<file path="src/rtl/excl_grant_pkg.sv">
// Shared types and the round-robin pick function for the exclusive grant sequencer.
package excl_grant_pkg;

  localparam int unsigned N_REQ_DEFAULT = 3;
  // Widest request vector rr_pick handles; owner indices are 2 bits.
  localparam int unsigned REQ_MAX = 4;

  typedef enum logic [1:0] {
    StIdle,
    StGrant,
    StRelease
  } state_e;

  // First set bit of req at or above ptr, wrapping modulo n. Returns 0 if req is empty.
  function automatic logic [1:0] rr_pick(logic [REQ_MAX-1:0] req, logic [1:0] ptr,
                                         int unsigned n);
    logic [1:0]  win;
    logic        found;
    int unsigned idx;
    logic [1:0]  idx2;
    win   = '0;
    found = 1'b0;
    for (int unsigned i = 0; i < REQ_MAX; i++) begin
      idx  = (32'(ptr) + i) % n;
      idx2 = idx[1:0];
      if (i < n && !found && req[idx2]) begin
        win   = idx2;
        found = 1'b1;
      end
    end
    return win;
  endfunction

endpackage

</file>
<file path="src/rtl/rr_pick_comb.sv">
// Combinational rotate-priority encoder: picks the first requester at or after the pointer.
module rr_pick_comb
  import excl_grant_pkg::*;
#(
  parameter int unsigned N_REQ = N_REQ_DEFAULT
) (
  input  logic [N_REQ-1:0] req_i,
  input  logic [1:0]       ptr_i,
  output logic [1:0]       winner_o
);

  always_comb begin
    winner_o = rr_pick(REQ_MAX'(req_i), ptr_i, N_REQ);
  end

endmodule

</file>
<file path="src/rtl/excl_grant_sequencer.sv">
// Round-robin single-owner arbiter with hold watchdog; grants are one-hot-or-zero and
// always separated by at least one idle cycle.
module excl_grant_sequencer
  import excl_grant_pkg::*;
#(
  parameter int unsigned N_REQ    = N_REQ_DEFAULT,
  parameter int unsigned MAX_HOLD = 64,
  parameter int unsigned HOLD_W   = $clog2(MAX_HOLD + 1)
) (
  input  logic              clock,
  input  logic              reset_n,
  input  logic [N_REQ-1:0]  req_i,
  input  logic [N_REQ-1:0]  done_i,
  input  logic              bypass_i,
  output logic [N_REQ-1:0]  grant_o,
  output logic              busy_o,
  output logic [1:0]        owner_o,
  output logic              timeout_o,
  output logic [HOLD_W-1:0] hold_cnt_o
);

  localparam logic [HOLD_W-1:0] HoldMax = HOLD_W'(MAX_HOLD);
  localparam logic [1:0]        LastReq = 2'(N_REQ - 1);

  state_e             state_q, state_d;
  logic [N_REQ-1:0]   grant_q, grant_d;
  logic [1:0]         owner_q, owner_d;
  logic [1:0]         rr_ptr_q, rr_ptr_d;
  logic [HOLD_W-1:0]  hold_q, hold_d;
  logic               timeout_q, timeout_d;
  logic [1:0]         winner;
  logic               owner_done;

  rr_pick_comb #(
    .N_REQ(N_REQ)
  ) u_rr_pick (
    .req_i   (req_i),
    .ptr_i   (rr_ptr_q),
    .winner_o(winner)
  );

  assign owner_done = done_i[owner_q];

  always_comb begin
    state_d   = state_q;
    grant_d   = grant_q;
    owner_d   = owner_q;
    rr_ptr_d  = rr_ptr_q;
    hold_d    = hold_q;
    timeout_d = 1'b0;
    unique case (state_q)
      StIdle: begin
        if (|req_i && !bypass_i) begin
          state_d         = StGrant;
          grant_d         = '0;
          grant_d[winner] = 1'b1;
          owner_d         = winner;
          hold_d          = HOLD_W'(1);
        end
      end
      StGrant: begin
        if (owner_done || hold_q == HoldMax) begin
          state_d   = StRelease;
          grant_d   = '0;
          owner_d   = '0;
          hold_d    = '0;
          rr_ptr_d  = (owner_q == LastReq) ? 2'd0 : owner_q + 2'd1;
          // A done arriving on the expiry cycle wins: normal release, no timeout.
          timeout_d = !owner_done;
        end else begin
          // Expiry releases at HoldMax, so the counter never passes it.
          hold_d = hold_q + HOLD_W'(1);
        end
      end
      StRelease: state_d = StIdle;
      default:   state_d = StIdle;
    endcase
  end

  always_ff @(posedge clock) begin
    if (!reset_n) begin
      state_q   <= StIdle;
      grant_q   <= '0;
      owner_q   <= '0;
      rr_ptr_q  <= '0;
      hold_q    <= '0;
      timeout_q <= 1'b0;
    end else begin
      state_q   <= state_d;
      grant_q   <= grant_d;
      owner_q   <= owner_d;
      rr_ptr_q  <= rr_ptr_d;
      hold_q    <= hold_d;
      timeout_q <= timeout_d;
    end
  end

  assign grant_o    = grant_q;
  assign busy_o     = |grant_q;
  assign owner_o    = owner_q;
  assign timeout_o  = timeout_q;
  assign hold_cnt_o = hold_q;

`ifndef SYNTHESIS
  always_ff @(posedge clock) begin
    if (reset_n) begin
      assert ($onehot0(grant_q)) else $error("grant_o not onehot0: %b", grant_q);
    end
  end
`endif

endmodule
</file>
<file path="config.mk">
export PLATFORM = sky130hd
export DESIGN_NAME = excl_grant_sequencer
export DESIGN_NICKNAME = d
export VERILOG_FILES = /design/src/rtl/excl_grant_pkg.sv /design/src/rtl/rr_pick_comb.sv /design/src/rtl/excl_grant_sequencer.sv
export SDC_FILE = /design/constraint.sdc
export NUM_CORES = 1
export LEC_CHECK = 0
export BUFFER_PORTS_ARGS = -buffer_cell sky130_fd_sc_hd__buf_2
export CAP_MARGIN = 25
export CORE_MARGIN = 2
export CORE_UTILIZATION = 52
export DETAILED_ROUTE_END_ITERATION = 7
export PLACE_DENSITY = 0.77
export SYNTH_ARGS = -nofsm -noshare
export SYNTH_HDL_FRONTEND = slang
export SYNTH_SLANG_ARGS = --single-unit
</file>
<file path="constraint.sdc">
create_clock -name clock -period 2.1 [get_ports clock]
set_clock_uncertainty 0.2 [all_clocks]
set_input_delay 0.42 -clock clock [delete_from_list [all_inputs] [get_ports clock]]
set_output_delay 0.42 -clock clock [all_outputs]
set_load 0.01 [all_outputs]
</file>
======== Yosys cells after proc, flatten, opt, wreduce, memory -nomap -nowiden ========
Cells that the tools add are included.
storage, ports and cells
  logic and storage cells ................. 70
  bits in registers ....................... 17
cells by class
  div/mod/pow operators ................... 3
  add/subtract/negate cells ............... 4
  multiplexer cells ....................... 28
  order comparisons ....................... 6
  equality and inequality tests ........... 5
  reductions and logical operators ........ 18
operators with widths
  operator                                                               count
  32-bit by 2-bit modulo with 32-bit output, second input constant       2
  2-bit by 2-bit modulo with 32-bit output, second input constant        1
  2-bit two-way mux                                                      8
  2-bit by 3-bit < comparator with 1-bit output, second input constant   5
  7-bit two-way mux                                                      2
  7-bit one-hot mux with 2 select lines                                  1
  1-bit binary-select mux with 2-bit select                              4
  2-bit one-hot mux with 2 select lines                                  2
  7-bit by 1-bit adder with 7-bit output, second input constant          1
  7-bit equality test, second input constant                             1
  1-bit two-way mux                                                      7
  3-bit two-way mux                                                      2
  3-bit one-hot mux with 2 select lines                                  1
  2-bit AND reduction                                                    3
  3-bit AND reduction                                                    2
  3-bit OR reduction                                                     2
  1-bit logical AND                                                      4
  1-bit zero test                                                        4
  2-bit != test, second input constant                                   2
  2-bit by 1-bit adder with 3-bit output, second input constant          1
  2-bit by 2-bit adder with 3-bit output, second input constant          1
  2-bit by 1-bit adder with 2-bit output, second input constant          1
  1-bit demux with 2-bit select                                          1
  2-bit by 1-bit equality test with 1-bit output, second input constant  1
  5 further kinds                                                        5

======== Longest topological paths before layout ========
  word-level depth ........................ 16
  mapped depth ............................ 6
  gate-level depth less buffers ........... 6

======== Cells and area by module ========
From an unflattened synthesis, not the netlist that was laid out.
unflattened totals
  cells, all modules ...................... 108
  area total of the unflattened synthesis .. 924.6 sq um
by module, submodules not included
  module                area an instance (sq um)  instances  cells an instance
  excl_grant_sequencer  785.8                     1          89
  rr_pick_comb          138.9                     1          19

======== Worst setup path after synthesis ========
OpenSTA, ideal clock, no wires.
  kind .................................... reg2reg
  start ................................... reg hold_q[0] (netlist: hold_cnt_o[0])
  end ..................................... reg hold_q[5] (netlist: hold_cnt_o[5])
  setup slack ............................. 371 ps
  stages on the path, launching flop included .. 6
  buffers on the path ..................... 0
  data required time ...................... 1826 ps
  setup time .............................. 74 ps
  arrival ................................. 1455 ps
  clock period less this slack ............ 1729 ps
  cells stage by stage .................... dfxtp_1 > inv_1 > ha_1 > a31oi_1 > o2111ai_1 > a31oi_1
between the ends
  word-level cells in the longest chain between the ends .. 4
  elaborated cells between the ends (all ways) .. 5
  classes of those cells .................. add/sub: 1; eq/ne: 1; mux: 2; reduce/logical: 1
RTL lines
  what                                                                            RTL line                    RTL
  start: declaration                                                              excl_grant_sequencer.sv:29  logic [HOLD_W-1:0] hold_q, hold_d;
  start signal: assignment                                                        excl_grant_sequencer.sv:93  hold_q <= hold_d;
  branches (longest 2 deep; another with 7-bit by 1-bit adder with 7-bit output)  n/a
  7-bit two-way mux *                                                             excl_grant_sequencer.sv:62  if (owner_done || hold_q == HoldMax) begin
  7-bit one-hot mux with 2 select lines *                                         excl_grant_sequencer.sv:51  unique case (state_q)
Mark *: on every way between the ends.
A chain may end at the register's enable or synchronous reset.

======== Worst setup path in the final report ========
  start ................................... reg rr_ptr_q[0]
  end ..................................... reg grant_q[0] (netlist: grant_o[0])
between the ends
  word-level cells in the longest chain between the ends .. 16
  elaborated cells between the ends (all ways) .. 27
  classes of those cells .................. add/sub: 2; div: 3; order compare: 2; mux: 15; reduce/logical: 5
RTL lines
  what                                                                                                                                                        RTL line                    RTL
  start: declaration                                                                                                                                          excl_grant_sequencer.sv:28  logic [1:0] rr_ptr_q, rr_ptr_d;
  start signal: assignment                                                                                                                                    excl_grant_sequencer.sv:92  rr_ptr_q <= rr_ptr_d;
  branches (longest 9 deep; another with 32-bit by 2-bit modulo with 32-bit output)                                                                           n/a
  2-bit two-way mux *                                                                                                                                         excl_grant_pkg.sv:26        if (i < n && !found && req[idx2]) begin
  2-bit by 3-bit < comparator with 1-bit output (not written as such) / 2-bit by 1-bit greater-or-equal comparator with 1-bit output (equally long branches)  excl_grant_sequencer.sv:56  grant_d[winner] = 1'b1;
  1-bit logical AND (not written as such)                                                                                                                     excl_grant_sequencer.sv:56
  1-bit two-way mux (not written as such)                                                                                                                     excl_grant_sequencer.sv:56
  1-bit demux with 2-bit select *                                                                                                                             excl_grant_sequencer.sv:56
  3-bit two-way mux *                                                                                                                                         excl_grant_sequencer.sv:53  if (|req_i && !bypass_i) begin
  3-bit one-hot mux with 2 select lines *                                                                                                                     excl_grant_sequencer.sv:51
  end signal: assignment                                                                                                                                      excl_grant_sequencer.sv:90  grant_q <= grant_d;
  end: declaration                                                                                                                                            excl_grant_sequencer.sv:26  logic [N_REQ-1:0] grant_q, grant_d;
Mark *: on every way between the ends. The select of a mux whose other input is x is not followed.

==> results.rst <==
.. list-table::
   :header-rows: 1

   * - Metric
     - Value
   * - Main combinational cell family by area after synthesis
     - simple AND/OR/NAND/NOR gates
   * - Number of gates resized after cts
     - 0
   * - GRT Overall Usage
     - 20.7%
   * - Hold Buf Count CTS
     - 0
   * - Worst EP required
     - 2.11 ns
   * - DR WL/cell
     - 13.7 um
   * - Category of the critical setup timing path
     - flop to flop
   * - Stage delay of the slowest cell on the critical path
     - ~0.38 ns
   * - Count of cells along the worst register-to-register path
     - 6
   * - Arr. time, crit path
     - 1.92 ns
   * - Share of the synthesized netlist area taken by xor and xnor gates
     - 0%
   * - Reported leakage power
     - 0.479 nW
   * - Slew at the pin closest to its max-slew limit
     - 0.417 ns
   * - Post-Synthesis Cells
     - approximately 120
   * - Clk pin slew, worst setup/hold paths
     - 0.10 ns
   * - Highest ir drop seen on vdd
     - between 0.4 and 0.5 mV
   * - Multiplexer fraction of the synthesized cell area
     - 5.37%
   * - Setup fix buffers added after clock tree synthesis
     - 0
   * - Avg Vias per Cell
     - 6.01
   * - Global-route wire length before repair
     - a little under 4000 um
   * - Residual DRC
     - 0
   * - Number of global-route vias before repair
     - between 800 and 900
   * - Cell with the biggest individual delay on the critical path
     - dfxtp_1
   * - Adder and majority cell fraction of the synthesized area
     - 7.33%
   * - Critical path capture point type
     - flop
   * - Number of standard-cell rows in the floorplan
     - 16
   * - Maximum number of buffers from clock root to sink
     - 2
   * - Worst slew margin relative to its limit
     - 72.1%
   * - Proportion of layout cells with a drive suffix above 1
     - a little under a quarter
   * - Num CTS Buffers
     - 3
   * - Height of the die
     - 48.4 um
   * - Number of distinct standard cells referenced by the synthesized netlist
     - 36
   * - Seq/Total Area, Yosys
     - 33.2%
   * - Kind of start point of the critical path
     - flop
   * - Max-cap check violation count
     - 0
   * - H-tree depth reported by CTS
     - 1
   * - Net count reported at finish
     - roughly 160
   * - TritonCTS clock tree
     - yes
   * - Layout overhead on the synthesized area
     - 15.0%
   * - Minimum clock period
     - 1.91 ns
   * - Run status
     - finished clean
   * - Delay-heaviest family, CP
     - compound AO/OA/AOI/OAI gates
   * - Number of DRC markers in iteration 0
     - 38
   * - Peak clock frequency supported by timing
     - 0.523 GHz
   * - Unrepaired setup endpoints after global routing
     - false
   * - Class of the tightest hold or removal check
     - input pin to flop
   * - Synthesized-area fraction occupied by ao, oa, aoi and oai cells
     - 22.1%
   * - Post-synthesis average cell area
     - ~8.8 um^2
   * - Pre-Repair DR Iteration Count
     - 4
   * - Placed wire-length estimate
     - approximately 1700 um
   * - Register bit count reported by yosys
     - 17
   * - Die width
     - between 40 and 50 um
   * - Buf/Inv on CP
     - 1
   * - Total detailed-routing wirelength
     - about 2300 um
   * - Later-pin clock latency in the skew report
     - roughly 0.29 ns
   * - Syn_nets
     - 132
   * - Post-synthesis instance area
     - 1020 um^2
   * - Post-Place Cells
     - 164
   * - Ports placed on the boundary
     - 23
   * - Placeable core region
     - 1900 um^2
   * - CTS Sinks
     - 17
   * - Critical path, cell by cell
     - inv_1 > ha_1 > nor2b_1 > o2111ai_1 > o211ai_1 > o32ai_1
   * - Initial core utilization
     - 53.9%
   * - Final-report hold violation count
     - 0
   * - Hold Path Cell Cnt
     - 2
   * - Maximum number of pins on one net before global-route repair
     - 18
   * - Critical path peak fanout
     - 4
   * - Pwr per Cell Area
     - 560 nW/um^2
   * - Number of warning messages in the yosys log
     - 0
   * - Root Buffer Master
     - clkbuf_4
   * - Pins Over Slew Limit
     - 0
   * - Simple-Gate Fraction of Synth Area
     - between 20% and 30%
   * - Antenna violations before repair
     - 0
   * - Inserted Diodes
     - 0
   * - Global route total overflow
     - 0
   * - Count of cell instances traversed by the critical path
     - 6
   * - Setup Total Neg Slack
     - 0 ns
   * - Via count
     - slightly above 1k
   * - ANT nets after route
     - 0
   * - Floorplan die area
     - 2340 um^2
   * - Count of placed standard cells in the final layout, fillers left out
     - 168
   * - Period utilization
     - 91.0%
   * - Final Setup Violations
     - 0
   * - # port buffers
     - 22
   * - Routability cong.
     - ~0.85
[layout by cell type (no fill, tap or decap), drive strengths merged, types with 2 or more instances in the layout]
| cell | instances |
|---|---|
| nor2 | 6 |
| nand4b | 2 |
| o21ai | 2 |
| buf | 24 |
| nand3 | 9 |
| o2111ai | 4 |
| mux2i | 4 |
| nor3 | 4 |
| clkbuf | 4 |
| a21oi | 4 |
| or3 | 2 |
| a22o | 4 |
| nand2 | 12 |
| a31oi | 6 |
| nor4 | 2 |
| nand4 | 3 |
| ha | 6 |
| a32oi | 3 |
| inv | 9 |
| dfxtp | 17 |
| nor2b | 2 |
| and3 | 2 |
[state kept, by name, indices dropped and copies added, names as in the netlist]
| signal | count |
|---|---|
| owner_o | 2 |
| state_q | 2 |
| timeout_o | 1 |
| grant_o | 3 |
| rr_ptr_q | 2 |
| hold_cnt_o | 7 |
[final cells by class]
cell class | instances | area (um^2)
Clock buffer | 4 | 26.3
Fill cell | 176 | 723
Inverter | 9 | 33.8
Multi-Input combinational cell | 87 | 619
Sequential cell | 17 | 340
Tap cell | 27 | 33.8
Timing Repair Buffer | 24 | 125
[routing by layer]
metal	routed length [um]	GRT usage [%]	vias up
met2	1050	33.6	47
li1	-	-	491
met5	0	0	-
met3	202	5.86	0
met4	0	2.38	0
met1	1040	28.4	471
[worst paths after layout]
| path | to | slack (ns) | startpoint |
|---|---|---|---|
| min | state_q[1]$_SDFFE_PN0P_ | 0.27 | reset_n |
| max | grant_o[0]$_SDFFE_PN0P_ | 0.19 | rr_ptr_q[0]$_SDFFE_PN0P_ |
| max reg2reg | grant_o[0]$_SDFFE_PN0P_ | 0.19 | rr_ptr_q[0]$_SDFFE_PN0P_ |
| min reg2reg | grant_o[0]$_SDFFE_PN0P_ | 0.29 | grant_o[0]$_SDFFE_PN0P_ |
[logic make-up after synthesis]
| logic type | after synthesis |
|---|---|
| and+or+nand+nor | 47 |
| AOI/OAI and AO/OA | 29 |
| DFF | 17 |
| buffers and inverters | 13 |
| adders and majority gates | 6 |
| muxes | 5 |
[metrics by stage]
| stage | utilization [%] | worst slack, ns | hold slack (ns) | total power [W] | area, um^2 |
|---|---|---|---|---|---|
| after floorplan | - | 0.371 | 0.259 | 0.000455 | 1020 |
| after global placement | 60.6 | 0.224 | 0.269 | 0.000489 | 1150 |
| after detailed placement | 60.6 | 0.219 | 0.269 | 0.000495 | 1150 |
| after CTS | 62.0 | 0.201 | 0.259 | 0.000663 | 1180 |
| after global routing | 62.0 | 0.0160 | 0.261 | 0.000699 | 1180 |
| final | 62.0 | 0.189 | 0.266 | 0.000660 | 1180 |
[report_power, final]
| group | internal (W) | switching (W) |
|---|---|---|
| Clock | 0.0000737 | 0.0000977 |
| Combinational | 0.0000566 | 0.0000841 |
| Sequential | 0.000335 | 0.0000130 |
[cell usage after synthesis]
| library cell | n | area, um^2 |
|---|---|---|
| and3b_1 | 1 | 8.76 |
| a211o_1 | 1 | 8.76 |
| a21oi_1 | 3 | 15.0 |
| nor4_4 | 1 | 21.3 |
| or3_1 | 2 | 12.5 |
| a32oi_1 | 3 | 26.3 |
| a31oi_1 | 6 | 37.5 |
| nand2_1 | 12 | 45.0 |
| nand3_1 | 8 | 40.0 |
| nand3_2 | 1 | 10.0 |
| clkbuf_1 | 1 | 3.75 |
| o211ai_1 | 1 | 7.51 |
| ha_1 | 6 | 75.1 |
| a22o_1 | 4 | 35.0 |
| buf_6 | 2 | 22.5 |
| o2111ai_1 | 4 | 35.0 |
| mux2_4 | 1 | 15.0 |
| dfxtp_1 | 17 | 340 |
| mux2i_1 | 4 | 40.0 |
| a211oi_1 | 1 | 7.51 |
| inv_1 | 9 | 33.8 |
| a21oi_4 | 1 | 16.3 |
| nand2b_1 | 1 | 6.26 |
| nor2b_1 | 2 | 12.5 |
| o21ai_0 | 2 | 10.0 |
| buf_2 | 1 | 5.00 |
| and3_1 | 2 | 12.5 |
| nand4_1 | 3 | 18.8 |
| nand4b_1 | 2 | 17.5 |
| nor4b_1 | 1 | 8.76 |
| nor4_1 | 1 | 6.26 |
| o32ai_1 | 1 | 8.76 |
| o21bai_1 | 1 | 7.51 |
| a32o_2 | 1 | 11.3 |
| nor2_1 | 6 | 22.5 |
| nor3_1 | 4 | 20.0 |
(Power assumes the default switching activity.)
